## src/rtl/lane_judge.sv

```systemverilog
// Four-lane hit judgement: key sync/edge detect, per-lane GOOD/BAD/PUSH state
// with hold timer, and score / combo / max-combo bookkeeping.
module lane_judge #(
    parameter int DW       = 481,
    parameter int HIT_IDX  = 384,
    parameter int WIN      = 8,
    parameter int HOLD_CYC = 2500000,
    parameter int GOOD_PTS = 10
) (
    input  logic          clk,
    input  logic          rst,
    input  logic          wait_,
    input  logic          on_off,
    input  logic [3:0]    key,
    input  logic [DW-1:0] drop_1,
    input  logic [DW-1:0] drop_2,
    input  logic [DW-1:0] drop_3,
    input  logic [DW-1:0] drop_4,
    output logic [2:0]    down_0,
    output logic [2:0]    down_1,
    output logic [2:0]    down_2,
    output logic [2:0]    down_3,
    output logic [3:0]    hit,
    output logic [15:0]   score,
    output logic [9:0]    combo,
    output logic [9:0]    max_combo
);

    localparam int LO = HIT_IDX - WIN;
    localparam int HI = HIT_IDX + WIN;
    localparam int CW = (HOLD_CYC > 1) ? $clog2(HOLD_CYC) : 1;

    if (HIT_IDX < WIN || HIT_IDX + WIN > DW - 1) begin : g_bad_window
        $fatal(1, "lane_judge: judgement window falls outside the drop vector");
    end

    typedef enum logic [1:0] {
        ST_IDLE = 2'd0,
        ST_PUSH = 2'd1,
        ST_GOOD = 2'd2,
        ST_BAD  = 2'd3
    } lane_st_e;

    logic [3:0]    key_s1, key_s2, key_prev;
    logic [3:0]    press, in_win;
    logic [3:0]    good_d, bad_d;
    lane_st_e      st_q  [4];
    lane_st_e      st_d  [4];
    logic [CW-1:0] cnt_q [4];
    logic [CW-1:0] cnt_d [4];

    logic [2:0]    good_cnt;
    logic [31:0]   score_sum;
    logic [10:0]   combo_sum;
    logic [15:0]   score_d;
    logic [9:0]    combo_d, max_d;

    // Only the window slice matters; the rest of each drop vector is display data.
    logic unused_drop_bits;
    assign unused_drop_bits = ^{drop_1, drop_2, drop_3, drop_4};

    assign in_win[0] = |drop_1[HI:LO];
    assign in_win[1] = |drop_2[HI:LO];
    assign in_win[2] = |drop_3[HI:LO];
    assign in_win[3] = |drop_4[HI:LO];

    // NOTE: every flop uses non-blocking assignment so all registers see pre-edge values.
    always_ff @(posedge clk or posedge rst) begin
        if (rst) begin
            key_s1   <= '0;
            key_s2   <= '0;
            key_prev <= '0;
        end else if (wait_) begin
            key_s1   <= '0;
            key_s2   <= '0;
            key_prev <= '0;
        end else begin
            key_s1   <= key;
            key_s2   <= key_s1;
            key_prev <= key_s2;
        end
    end

    assign press = key_s2 & ~key_prev & {4{on_off}};

    // NOTE: every always_comb output gets a default first so no latch is inferred.
    always_comb begin
        good_d = '0;
        bad_d  = '0;
        for (int i = 0; i < 4; i++) begin
            st_d[i]  = st_q[i];
            cnt_d[i] = cnt_q[i];
            if (press[i]) begin
                st_d[i]   = in_win[i] ? ST_GOOD : ST_BAD;
                cnt_d[i]  = CW'(HOLD_CYC - 1);
                good_d[i] = in_win[i];
                bad_d[i]  = ~in_win[i];
            end else begin
                unique case (st_q[i])
                    ST_GOOD, ST_BAD: begin
                        if (cnt_q[i] == '0) begin
                            st_d[i] = key_s2[i] ? ST_PUSH : ST_IDLE;
                        end else begin
                            cnt_d[i] = cnt_q[i] - CW'(1);
                        end
                    end
                    ST_PUSH: begin
                        if (!key_s2[i]) begin
                            st_d[i] = ST_IDLE;
                        end
                    end
                    default: ;
                endcase
            end
        end
    end

    // A BAD anywhere this cycle breaks the combo even if other lanes scored.
    always_comb begin
        good_cnt  = 3'($countones(good_d));
        score_sum = 32'(score) + 32'(GOOD_PTS) * 32'(good_cnt);
        score_d   = (score_sum > 32'h0000_FFFF) ? 16'hFFFF : score_sum[15:0];
        combo_sum = 11'(combo) + 11'(good_cnt);
        if (|bad_d) begin
            combo_d = '0;
        end else if (combo_sum > 11'd1023) begin
            combo_d = 10'd1023;
        end else begin
            combo_d = combo_sum[9:0];
        end
        max_d = (combo_d > max_combo) ? combo_d : max_combo;
    end

    always_ff @(posedge clk or posedge rst) begin
        if (rst) begin
            for (int i = 0; i < 4; i++) begin
                st_q[i]  <= ST_IDLE;
                cnt_q[i] <= '0;
            end
            hit       <= '0;
            score     <= '0;
            combo     <= '0;
            max_combo <= '0;
        end else if (wait_) begin
            for (int i = 0; i < 4; i++) begin
                st_q[i]  <= ST_IDLE;
                cnt_q[i] <= '0;
            end
            hit       <= '0;
            score     <= '0;
            combo     <= '0;
            max_combo <= '0;
        end else begin
            for (int i = 0; i < 4; i++) begin
                st_q[i]  <= st_d[i];
                cnt_q[i] <= cnt_d[i];
            end
            hit       <= good_d;
            score     <= score_d;
            combo     <= combo_d;
            max_combo <= max_d;
        end
    end

    assign down_0 = {1'b0, st_q[0]};
    assign down_1 = {1'b0, st_q[1]};
    assign down_2 = {1'b0, st_q[2]};
    assign down_3 = {1'b0, st_q[3]};

endmodule

```

## config.mk

```make
export PLATFORM = sky130hd
export DESIGN_NAME = lane_judge
export DESIGN_NICKNAME = d
export VERILOG_FILES = /design/src/rtl/lane_judge.sv
export SDC_FILE = /design/constraint.sdc
export NUM_CORES = 1
export LEC_CHECK = 0
export ABC_CLOCK_PERIOD_IN_PS = 5230
export CELL_PAD_IN_SITES_DETAIL_PLACEMENT = 0
export CELL_PAD_IN_SITES_GLOBAL_PLACEMENT = 1
export CORE_AREA = 10 10 765 767
export DETAILED_ROUTE_END_ITERATION = 10
export DIE_AREA = 0 0 775 777
export GPL_ROUTABILITY_DRIVEN = 0
export GPL_TIMING_DRIVEN = 0
export PLACE_DENSITY = 0.32
export REMOVE_ABC_BUFFERS = 1
export SYNTH_ARGS = -nofsm -noshare
export SYNTH_HDL_FRONTEND = slang
export SYNTH_SLANG_ARGS = --single-unit
```

## constraint.sdc

```tcl
create_clock -name clk -period 5.23 [get_ports clk]
set_input_delay 1.3075 -clock clk [delete_from_list [all_inputs] [get_ports clk]]
set_output_delay 1.3075 -clock clk [all_outputs]
set_load 0.05 [all_outputs]
```

After elaboration in Yosys (flattened, before gate mapping)
Cells that the tools add are included.
- register bits: 148
- input bits: 1932
- output and inout port bits: 52
- add/sub/neg operators: 9
- multipliers: 1
- $lt $le $gt $ge: 3
- eq/ne operators: 24
- mux-type cells: 57
- bitwise operators: 7
- reduce and logical (&&, ||, !) cells: 30
- operators with widths (cell ; number):
    2-to-1 mux 22 bit ; 12
    zero test 22 bit ; 4
    2-to-1 mux 88 bit ; 1
    subtractor 22 x 1 -> 22 bit (second input constant) ; 4
    OR reduction 17 bit ; 4
    2-to-1 mux 10 bit ; 5
    2-to-1 mux 16 bit ; 2
    != test 4 bit (second input constant) ; 8
    2-to-1 mux 2 bit ; 12
    adder 16 x 7 -> 17 bit ; 1
    greater-than comparator 17 x 16 -> 1 bit (second input constant) ; 1
    equality test 2 bit (second input constant) ; 8
    2-to-1 mux 1 bit ; 16
    2-to-1 mux 4 bit ; 4
    one-hot mux 2 bit (2 select lines) ; 4
    nonzero test 4 bit ; 4
    != test 3 bit (second input constant) ; 4
    AND reduction 3 bit ; 4
    nonzero test 3 bit ; 4
    adder 10 x 3 -> 11 bit ; 1
    greater-than comparator 11 x 10 -> 1 bit (second input constant) ; 1
    greater-than comparator 10 bit ; 1
    AND 4 bit ; 2
    equality test 2 x 1 -> 1 bit (second input constant) ; 4
    10 further kinds ; 20

Logic depth before layout (Yosys ltp)
Gate-level depths: netlist (run 1).
- depth after elaboration: 13
- mapped depth: 23
- gate-level depth less buffers: 21

Least setup slack after synthesis (run 1)
OpenSTA, ideal clock, no wires.
- kind: input-to-reg
- from: input drop_2[384]
- to: register max_combo[9]
- setup time: 0.079 ns
- data arrival time: 6.247 ns
- slack: -1.097 ns
- cell stages on the path: 22
- buffers on the path: 2
- path through: nor4_1 -> nand4_1 -> nor4_1 -> nor2_1 -> fa_1 -> ha_1 -> ha_1 -> fa_1 -> a21oi_1 -> and3b_1 -> and4_1 -> buf_1 -> o21ai_0 -> nor2_1 -> ha_1 -> o21ai_0 -> o21ai_0 -> nor2_1 -> a211oi_1 -> or3b_2 -> clkbuf_1 -> o2bb2ai_1
- word-level cells in the longest chain between the ends: 10
- elaborated cells on any way between the ends: 15
- ends and longest elaborated chain (item ; RTL line ; text):
    start, declared ; 16 ; input logic [DW-1:0] drop_2,
    OR reduction 17 bit * ; 63 ; assign in_win[1] = |drop_2[HI:LO];
    2-to-1 mux 1 bit ; 93 ; if (press[i]) begin
    adder 1 x 1 -> 2 bit (implied by the code) ; 120 ; good_cnt = 3'($countones(good_d));
    adder 2 x 2 -> 3 bit (implied by the code) ; 120 ;
    adder 10 x 3 -> 11 bit ; 123 ; combo_sum = 11'(combo) + 11'(good_cnt);
    greater-than comparator 11 x 10 -> 1 bit ; 126 ; end else if (combo_sum > 11'd1023) begin
    2-to-1 mux 10 bit ; 126 ;
    2-to-1 mux 10 bit * ; 124 ; if (|bad_d) begin
    greater-than comparator 10 bit / 2-to-1 mux 10 bit (equally long branches) ; 131 ; max_d = (combo_d > max_combo) ? combo_d : max_combo;
    nonzero test 2 bit (no source line) / 2-to-1 mux 10 bit (equally long branches) ; -- ;
    end signal, assigned ; 161 ; max_combo <= max_d;
    end, declared ; 26 ; output logic [9:0] max_combo
Mark *: on every way between the ends. The rest lies on a longest branch, timed or not. The select of a mux whose other input is x is not followed.
A chain may end at the register's enable or synchronous reset.

Worst setup path in the final report (run 1)
- from: input drop_1[384]
- to: register max_combo[1]
- word-level cells in the longest chain between the ends: 10
- elaborated cells on any way between the ends: 15
- ends and longest elaborated chain (item ; RTL line ; text):
    start, declared ; 15 ; input logic [DW-1:0] drop_1,
    OR reduction 17 bit * ; 62 ; assign in_win[0] = |drop_1[HI:LO];
    2-to-1 mux 1 bit ; 93 ;
    adder 1 x 1 -> 2 bit (implied by the code) ; 120 ;
    adder 2 x 2 -> 3 bit (implied by the code) ; 120 ;
    adder 10 x 3 -> 11 bit ; 123 ;
    greater-than comparator 11 x 10 -> 1 bit ; 126 ;
    2-to-1 mux 10 bit ; 126 ;
    2-to-1 mux 10 bit * ; 124 ;
    greater-than comparator 10 bit / 2-to-1 mux 10 bit (equally long branches) ; 131 ;
    nonzero test 2 bit (no source line) / 2-to-1 mux 10 bit (equally long branches) ; -- ;
Marks and branches as above.

==> results of run 1 <==
layout make-up:
class | count | area (sq um)
clock buffer | 17 | 425
clock inverter | 15 | 175
fill | 67500 | 549000
inverter | 29 | 116
multi-input combinational | 639 | 4520
sequential | 148 | 3700
tap | 7533 | 9430
timing repair buffer | 156 | 1480
sequential cells by signal, summed over array words and instances, names as in the netlist:
name	cells
down_3	2
key_s2	4
down_0	2
hit	4
max_combo	10
score	16
combo	10
key_s1	4
down_1	2
key_prev	4
down_2	2
cnt_q	88
power groups by stage:
stage	Clock [W]	Combinational (W)	Sequential, W
global placement	0	0.000584	0.00126
detailed placement	0	0.000583	0.00126
global route	0.00142	0.000702	0.00125
CTS	0.00139	0.000641	0.00124
floorplan	0	0.000314	0.00128
finish	0.00131	0.000630	0.00124
stage by stage:
| step | setup TNS, ps | hold slack [ps] |
|---|---|---|
| finish | -6340 | 462 |
| global route | -8460 | 484 |
| CTS | -7250 | 464 |
| detailed placement | -84650 | 446 |
| global placement | -642680 | 440 |
| floorplan | -17820 | 439 |
path summary, 6_finish.rpt:
path	cells after the start	slack [ps]	to
setup / recovery	20	-670	max_combo[1]
min in group asynchronous	2	1300	score[7]
hold / removal	1	460	key_s2[2]
max in group asynchronous	3	3080	max_combo[8]
hold reg to reg	1	460	key_s2[2]
setup reg to reg	18	150	max_combo[1]
kinds of logic after synthesis:
logic type	Yosys count
AO/OA/AOI/OAI	141
XOR/XNOR	81
adder cells (fa/ha/maj)	31
buffers and inverters	60
flip-flops	148
multiplexers	6
other	1
AND/OR/NAND/NOR	375
placed cells by master (no fill, tap or decap), types with 31 or more instances in the layout:
master / netlist / routed
clkdlybuf4s50_1: 0 / 78
nor2_1: 112 / 102
a21oi_1: 60 / 58
dfrtp_1: 148 / 148
xnor2_1: 36 / 36
xor2_1: 45 / 45
nand2_1: 53 / 51
buf_4: 4 / 31
per-layer routing:
metal	wire length, um	vias to the layer above	global-route usage [%]
met2	16900	148	1.96
met3	2350	22	0.444
met5	11	-	0
met4	342	2	0.267
met1	18500	3371	1.66
li1	-	3295	-
worst register-to-register path, cell delays in order, from the launching register on:
cell and delay, ps:
dfrtp_1 420, nand2_1 90, or2_4 360, nor2_4 160, fa_1 460, ha_4 200
ha_4 290, fa_2 420, a21oi_4 230, and3b_2 270, and4_4 260, nor2_1 270
or2_2 170, ha_1 230, nand2_1 100, o32ai_1 100, a211oi_2 300, or3b_4 500
o2bb2ai_2 170
repair_timing:
item,4_1_cts,5_1_grt
endpoints found under the hold margin,0,0
pin swaps,44,24
setup endpoints to repair,36,24
setup buffers,25,6
cloned,1,0
resized for setup,136,18
==> results.md, run 1 <==
- The most common cell in the synthesized netlist is dfrtp_1.
- The via count of the first global-routing pass is 7504.
- The maximum vdd ir drop is 0.000218 V.
- The share of the synthesized area in the top cell type is 45.9%.
- Counting instances in the post-synthesis netlist gives the leading cell types as dfrtp_1 (148), nor2_1 (112), a21oi_1 (60).
- For this run, the number of Yosys warnings is 0.
- The static power due to leakage is 4.63 nW.
- The final net count is 2954.
- In this run switching power makes up 34.3% of total power.
- 1984 I/O pins were placed.
- Once placement finished, the instance area stood at 18700 sq um.
- The class of the tightest hold or removal check is reg2reg.
- In this run the power spent charging and discharging nets is 0.00109 W.
- The fraction of the mapped netlist area in simple logic gates is 25.3%.
- After floorplanning, the core was divided into 277 placement rows.
- The worst max-slew margin expressed relative to the limit is 9.35%.
- Entering global routing, the biggest net connects 80 pins.
- Wires add up to 38100 um.
- Setup repair after global routing could not meet its margin everywhere.
- The required time at the endpoint of the critical path is 5610 ps.
- The number of antenna diodes in the final layout is 0.
- The synthesized area is 8060 sq um.
- The clock tree from TritonCTS is built.
- Overall power consumption after layout is estimated at 0.00318 W.
- The clock buffer count from CTS is 17.
- The classification of the worst setup path is in2reg.
- Summing the areas of all fa, ha and maj instances in the mapped netlist gives 5.09% of the synthesized area.
- In this run the power density over the cells is 160 nW/um^2.
- The total overflow left after global routing is 0.
- In this design, the critical path's most frequently occurring cell is ha_4.
- The share of the yosys chip area belonging to registers is 45.9%.
- The worst clock skew is 15.5 ps.
- The critical path launch point type is an input port.
- The die covers 602000 sq um.
- The complex-gate fraction of the synthesized area is 11.0%.
- The clock sink count is 148.
- The xor and xnor fraction of the mapped netlist area is 8.80%.
- STA classifies the critical path endpoint as a flop.
- The total number of vias is 6838.
- The area added between synthesis and finish is 146%.
- The floorplan step set the die width to 775 um.
- In the final layout, the share of cells above drive strength 1 is 15.8%.
- Of the total power, registers draw 39.0%.
- The post-route minimum period is 5900 ps.
- The floorplan step set the die height to 777 um.
- In the global route stage, overall resource usage came out at 1.26%.
- Max-cap violations in this run came to 0.
- Synthesis produced a netlist whose cell count is 843.
- For this run, asynchronously set or reset flops after synthesis account for 100%.
- The worst stage delay on the critical path is 500 ps.
- The final hold violation count was 0.
- The number of antenna violations at the first check in global routing came to 3.
- The post-route worst setup slack is -675 ps.
- At the placement stage, the worst setup path has a slack of -3840 ps.
- The checks that failed: negative setup slack.
- The clock passes through at most 2 buffers.
- Setup violations remaining at the end of the flow were counted as 10.
- Dividing the final minimum period by the clock period gives 113%.
- The count of input and output buffers is 123.
- The kind of cell with the highest combined delay on the critical path is simple AND/OR/NAND/NOR gates.
- The final cell area excluding filler cells is 19900 sq um.
- The non-filler instance count after layout is 8537.
- The number of flip-flops and latches in the synthesized netlist is 148.
- The combinational family with the most area after synthesis is simple AND/OR/NAND/NOR gates.
- In the final routed layout, each cell accounts on average for 4.46 um.
- In the routed layout, each cell is associated on average with a via count of 0.801.
- The fraction of power consumed by the clock network is 41.2%.
- On the critical path, the stage with the largest delay is an instance of fa_1.
- In this run the standard cell core region covers 569000 sq um.
- In this run the remaining antenna-violating nets after routing total 0.
- The measured slew at the worst slew-check pin is 1360 ps.
- The number of different library cells used by synthesis comes to 61.
- The origin of the critical flop-to-flop path is key_s2[3].
- The max-slew violation count is 0.
- The number of buffers and inverters on the critical path is 1.
- The internal power of the cells totals 0.00209 W.
- The peak fanout along the critical path is 6.
- In this run, the number of DRC markers left after iteration 0 of detailed routing was 318.
- The global-route wire length before repair is 55000 um.
- At the worst endpoint, the arrival time is 6290 ps.
- The total half-perimeter wirelength after legalization and detailed placement is 29500 um.
- The run finished, with violations left.
- After synthesis, the share of cell area in mux cells is 0.792%.
- Yosys attributes the largest share of cell area to dfrtp_1 (46%), nor2_1 (5.2%), xor2_1 (4.9%), ha_1 (4.3%), xnor2_1 (3.9%).
- The number of hold buffers added after CTS was 0.
- In this run the most critical hold path is launched from key_s1[2].
- Each instance of the synthesized netlist takes up on average 9.56 sq um.
- Tracing the worst setup path back leads to its startpoint at drop_1[384].
- The initial core utilization is 1.42%.
- The combinational share of power is 19.8%.
- At the later pin of the worst-skew pair, clock insertion delay measures 470 ps.
- The share of the core filled with cells is 3.49%.
- The remaining routing DRC violations is 0.
- For this run, the top clock speed supported by timing is 169 MHz.
- Once placement completed, the tool counted placed cells totaling 8473.
- The critical path goes through dlygate4sd2_1 -> nor4_2 -> nand2_2 -> nor3_4 -> nor2_2 -> fa_1 -> ha_4 -> ha_4 -> fa_2 -> a21oi_4 -> and3b_2 -> and4_4 -> nor2_1 -> or2_2 -> ha_1 -> nand2_1 -> o32ai_1 -> a211oi_2 -> or3b_4 -> o2bb2ai_2.
- The main flop type after synthesis is dfrtp_1.
- The number of flops mapped to enable cells by yosys is 0.
- dfrtp_1 takes more of the synthesized area than any other cell.
- The detailed-router iteration count before antenna repair is 4.
- After clock tree synthesis, the clock-pin slew on the worst setup and hold paths is 70 ps.
- The clock tree synthesis step divided the H-tree into 4 levels.
- The tree is rooted in a clkbuf_16.
No activity file was read; power rests on OpenSTA's default activity.
==> run 2, diff against run 1 <==
- ABC_CLOCK_PERIOD_IN_PS: 5230 -> 5280
- clock period: 5.23 -> 5.28 ns (I/O delays scaled with it)
==> results of run 2 <==
The final DEF is identical to that of run 1. Status: complete, but fails checks: negative setup slack.
Among the figures that moved: setup slack after placement -3840 ps -> -3810 ps; setup slack after layout -675 ps -> -637 ps; setup TNS -6340 ps -> -5970 ps; register-to-register setup slack 150 ps -> 200 ps; total power 0.00318 W -> 0.00315 W; worst IR drop on VDD 0.000218 V -> 0.000216 V
==> run 3, diff against run 2 <==
- REMOVE_ABC_BUFFERS: 1 -> default
==> run 3 against run 2 <==
Compared with the run above: the flow still finishes with violations (negative setup slack); utilization about the same; final area increased by 0.28%; non-clock buffer count increased by 16; combinational power increased by 3%; register-to-register slack worse by 330 ps; first-iteration DRC count fell by 8.5%; sequential power about the same; setup slack worse by 290 ps; clock-buffer cell count is the same; final cell count up 0.25%; critical path depth rose by 4; maximum frequency is 4.7% lower; critical endpoint is now max_combo[9].
==> results.md, run 3 (same netlist as run 1, synthesis figures left out) <==
- The detailed-route wire length is 37200 um.
- The via count of the first global-routing pass is 7389.
- The clock root buffer is clkbuf_16.
- The worst setup path is of the in2reg kind.
- The critical path capture point type is a flop.
- TritonCTS built the clock tree.
- The worst register-to-register path begins at key_s2[3].
- The post-route minimum period is 6210 ps.
- Counting every sink on the clock net gives 148.
- The maximum vdd ir drop is 0.000135 V.
- The static power due to leakage is 4.56 nW.
- The global route total overflow is 0.
- The area added between synthesis and finish is 147%.
- The non-filler instance count after layout is 8558.
- For the worst setup path, the data required time is 5700 ps.
- The die covers 602000 sq um.
- In the routed layout, each cell is associated on average with a via count of 0.810.
- The first detailed-routing pass took 4 iterations.
- The height of the die is 777 um.
- The number of placed instances, taps included, is 8507.
- The arrival time at the worst endpoint is 6630 ps.
- The count of nets left with antenna violations once routing finished came out at 0.
- Setup violations remaining at the end of the flow were counted as 10.
- The worst reg-to-reg setup slack is -130 ps.
- The count of buffers added on input and output ports is 123.
- The final reports fail on negative setup slack.
- Dividing the final minimum period by the clock period gives 118%.
- Measured along the x axis, the die boundary spans 775 um.
- In this run, CTS created clock tree buffers numbering 17.
- After floorplanning, the core was divided into 277 placement rows.
- Counting instances, the worst hold path has a depth of 1.
- The post-route worst setup slack is -928 ps.
- The source-to-sink clock delay at the later pin of the worst-skew pair is 500 ps.
- The worst clock skew is 24.7 ps.
- The placeable core area is 569000 sq um.
- The final hold violation count is 0.
- Static timing analysis puts the maximum clock frequency at 161 MHz.
- The final net count is 2970.
- In the final layout, the registers with the most flip-flops are cnt_q (88), score (16).
- The max-cap check violation count is 0.
- The end point of the worst hold path is key_s2[3].
- The initial core utilization is 1.42%.
- The register with the most flip-flops in the layout has 88 of them.
- In the routed design, unresolved DRC markers number 0.
- The clock passes through at most 2 buffers.
- The worst register-to-register path ends at max_combo[9].
- The library cell used most frequently in the layout, excluding fill and tap cells, is dfrtp_1.
- The top cell types in the final layout, fill and taps aside, are dfrtp_1 (148), nor2_1 (106), clkdlybuf4s50_1 (105).
- Dividing total power by cell area gives a power density of 165 nW/um^2.
- The class of the tightest hold or removal check is reg2reg.
- In this run the worst path has a maximum fanout of 5.
- The first global-routing pass estimated 53800 um of wire.
- Setup repair after global routing could not meet its margin everywhere.
- The share of the core filled with cells is 3.50%.
- The max-slew violation count came to 0.
- The H-tree generated during clock tree synthesis spans 4 levels.
- Across all hold checks on the routed design, the worst slack comes to 443 ps.
- The flow ran to the end, but the final reports show violations.
- The total global routing track utilization is 1.25%.
- For this design the top-level I/O count stands at 1984.
- The clock transition at the register clock pins on the worst setup and hold paths after CTS is 100 ps.
- The measured slew at the worst slew-check pin is 1440 ps.
- The total half-perimeter wirelength after legalization and detailed placement is 28600 um.
- Counting cells, the worst reg-to-reg path comes to 23.
- The worst max-slew margin expressed relative to the limit is 4.03%.
- The first routing iteration left 291 violations.
- The total number of vias is 6930.
- The start point of the worst min-delay path is key_s1[3].
- The worst setup path is launched from an input port.
- The largest register by flop count is cnt_q.
- The detail-routed net length per standard cell is 4.34 um.
- The number of antenna violations at the first check in global routing is 8.
- Entering global routing, the biggest net connects 36 pins.
- The fraction of final layout cells with drive strength greater than 1 is 14.1%.
-- run 3: cell count changes in the layout (fill, tap and decap cells not counted), sizes merged, moves of 3 or more --
cell | before | now
clkdlybuf4s50 | 78 | 105
dlygate4sd2 | 28 | 3
clkbuf | 17 | 36
diode | 0 | 5
buf | 44 | 41
dlymetal6s2s | 3 | 0
inv | 39 | 36
-- run 3: power by group --
part           switching (W)  total (W)  leakage (nW)  internal [W]
combinational       0.000376   0.000640          2.22      0.000263
sequential         0.0000481    0.00123          2.04       0.00118
clock               0.000698    0.00142         0.295      0.000720
-- run 3: what timing repair did --
action,in CTS,in global routing
endpoints found under the setup margin,36,24
resized for setup,84,15
pin swaps,29,20
hold buffers,0,0
gates cloned,1,0
buffers inserted,11,4
hold endpoints to repair,0,0
-- run 3: worst max-delay path: stages --
cell       delay, ps
buf_2            100
nor4_2           250
nand4_1          170
nor4_4           430
clkbuf_16        260
nor2_4            60
fa_2             560
ha_4             270
ha_4             200
fa_2             370
a21oi_2          160
and3b_2          230
buf_4            140
nand2b_1         170
mux2i_4          210
nor2_1            60
ha_1             350
a211oi_2          80
o21ai_1          110
nor2_1            70
a211oi_2         210
buf_4            150
or3b_4           450
o2bb2ai_2        160
-- run 3: how the worst max path moves through the flow --
stage | from | end | slack, ps | cells past startpoint
2_1_floorplan | drop_2[380] | max_combo[9] | -530 | 22
3_3_place_gp | drop_2[380] | max_combo[9] | -4470 | 21
3_5_place_dp | on_off | max_combo[8] | -2940 | 21
4_1_cts | drop_2[392] | max_combo[8] | -930 | 24
5_1_grt | drop_2[378] | max_combo[9] | -1200 | 24
6_report | drop_2[389] | max_combo[9] | -930 | 24
-- run 3: per-layer routing --
layer / GRT usage (%) / share of wire (%) / vias to the layer above / wire length (um)
li1: - / - / 3337 / -
met1: 1.63 / 49 / 3420 / 18100
met2: 1.80 / 41 / 145 / 15400
met3: 0.551 / 8.1 / 26 / 3030
met4: 0.483 / 1.8 / 2 / 656
met5: 0 / 0.030 / - / 11
-- run 3: cell type report --
| cell class | instances | area (sq um) |
|---|---|---|
| fillers | 67500 | 549000 |
| clock inverters | 15 | 185 |
| plain buffers | 29 | 151 |
| multi-input cells | 639 | 4460 |
| diodes | 5 | 12.5 |
| well taps | 7533 | 9430 |
| flip-flops and latches | 148 | 3700 |
| repair buffers | 143 | 1430 |
| clock buffers | 17 | 425 |
| inverters | 29 | 113 |
-- run 3: through the flow --
| step | setup WS, ps | total power (W) | TNS [ps] | cell area [sq um] |
|---|---|---|---|---|
| after floorplan | -527 | 0.00161 | -5250 | 8220 |
| after global placement | -4470 | 0.00186 | -124370 | 18900 |
| after detailed placement | -2940 | 0.00185 | -69820 | 19000 |
| after CTS | -933 | 0.00340 | -9180 | 19800 |
| after global routing | -1200 | 0.00349 | -11680 | 19900 |
| final | -928 | 0.00328 | -9050 | 19900 |
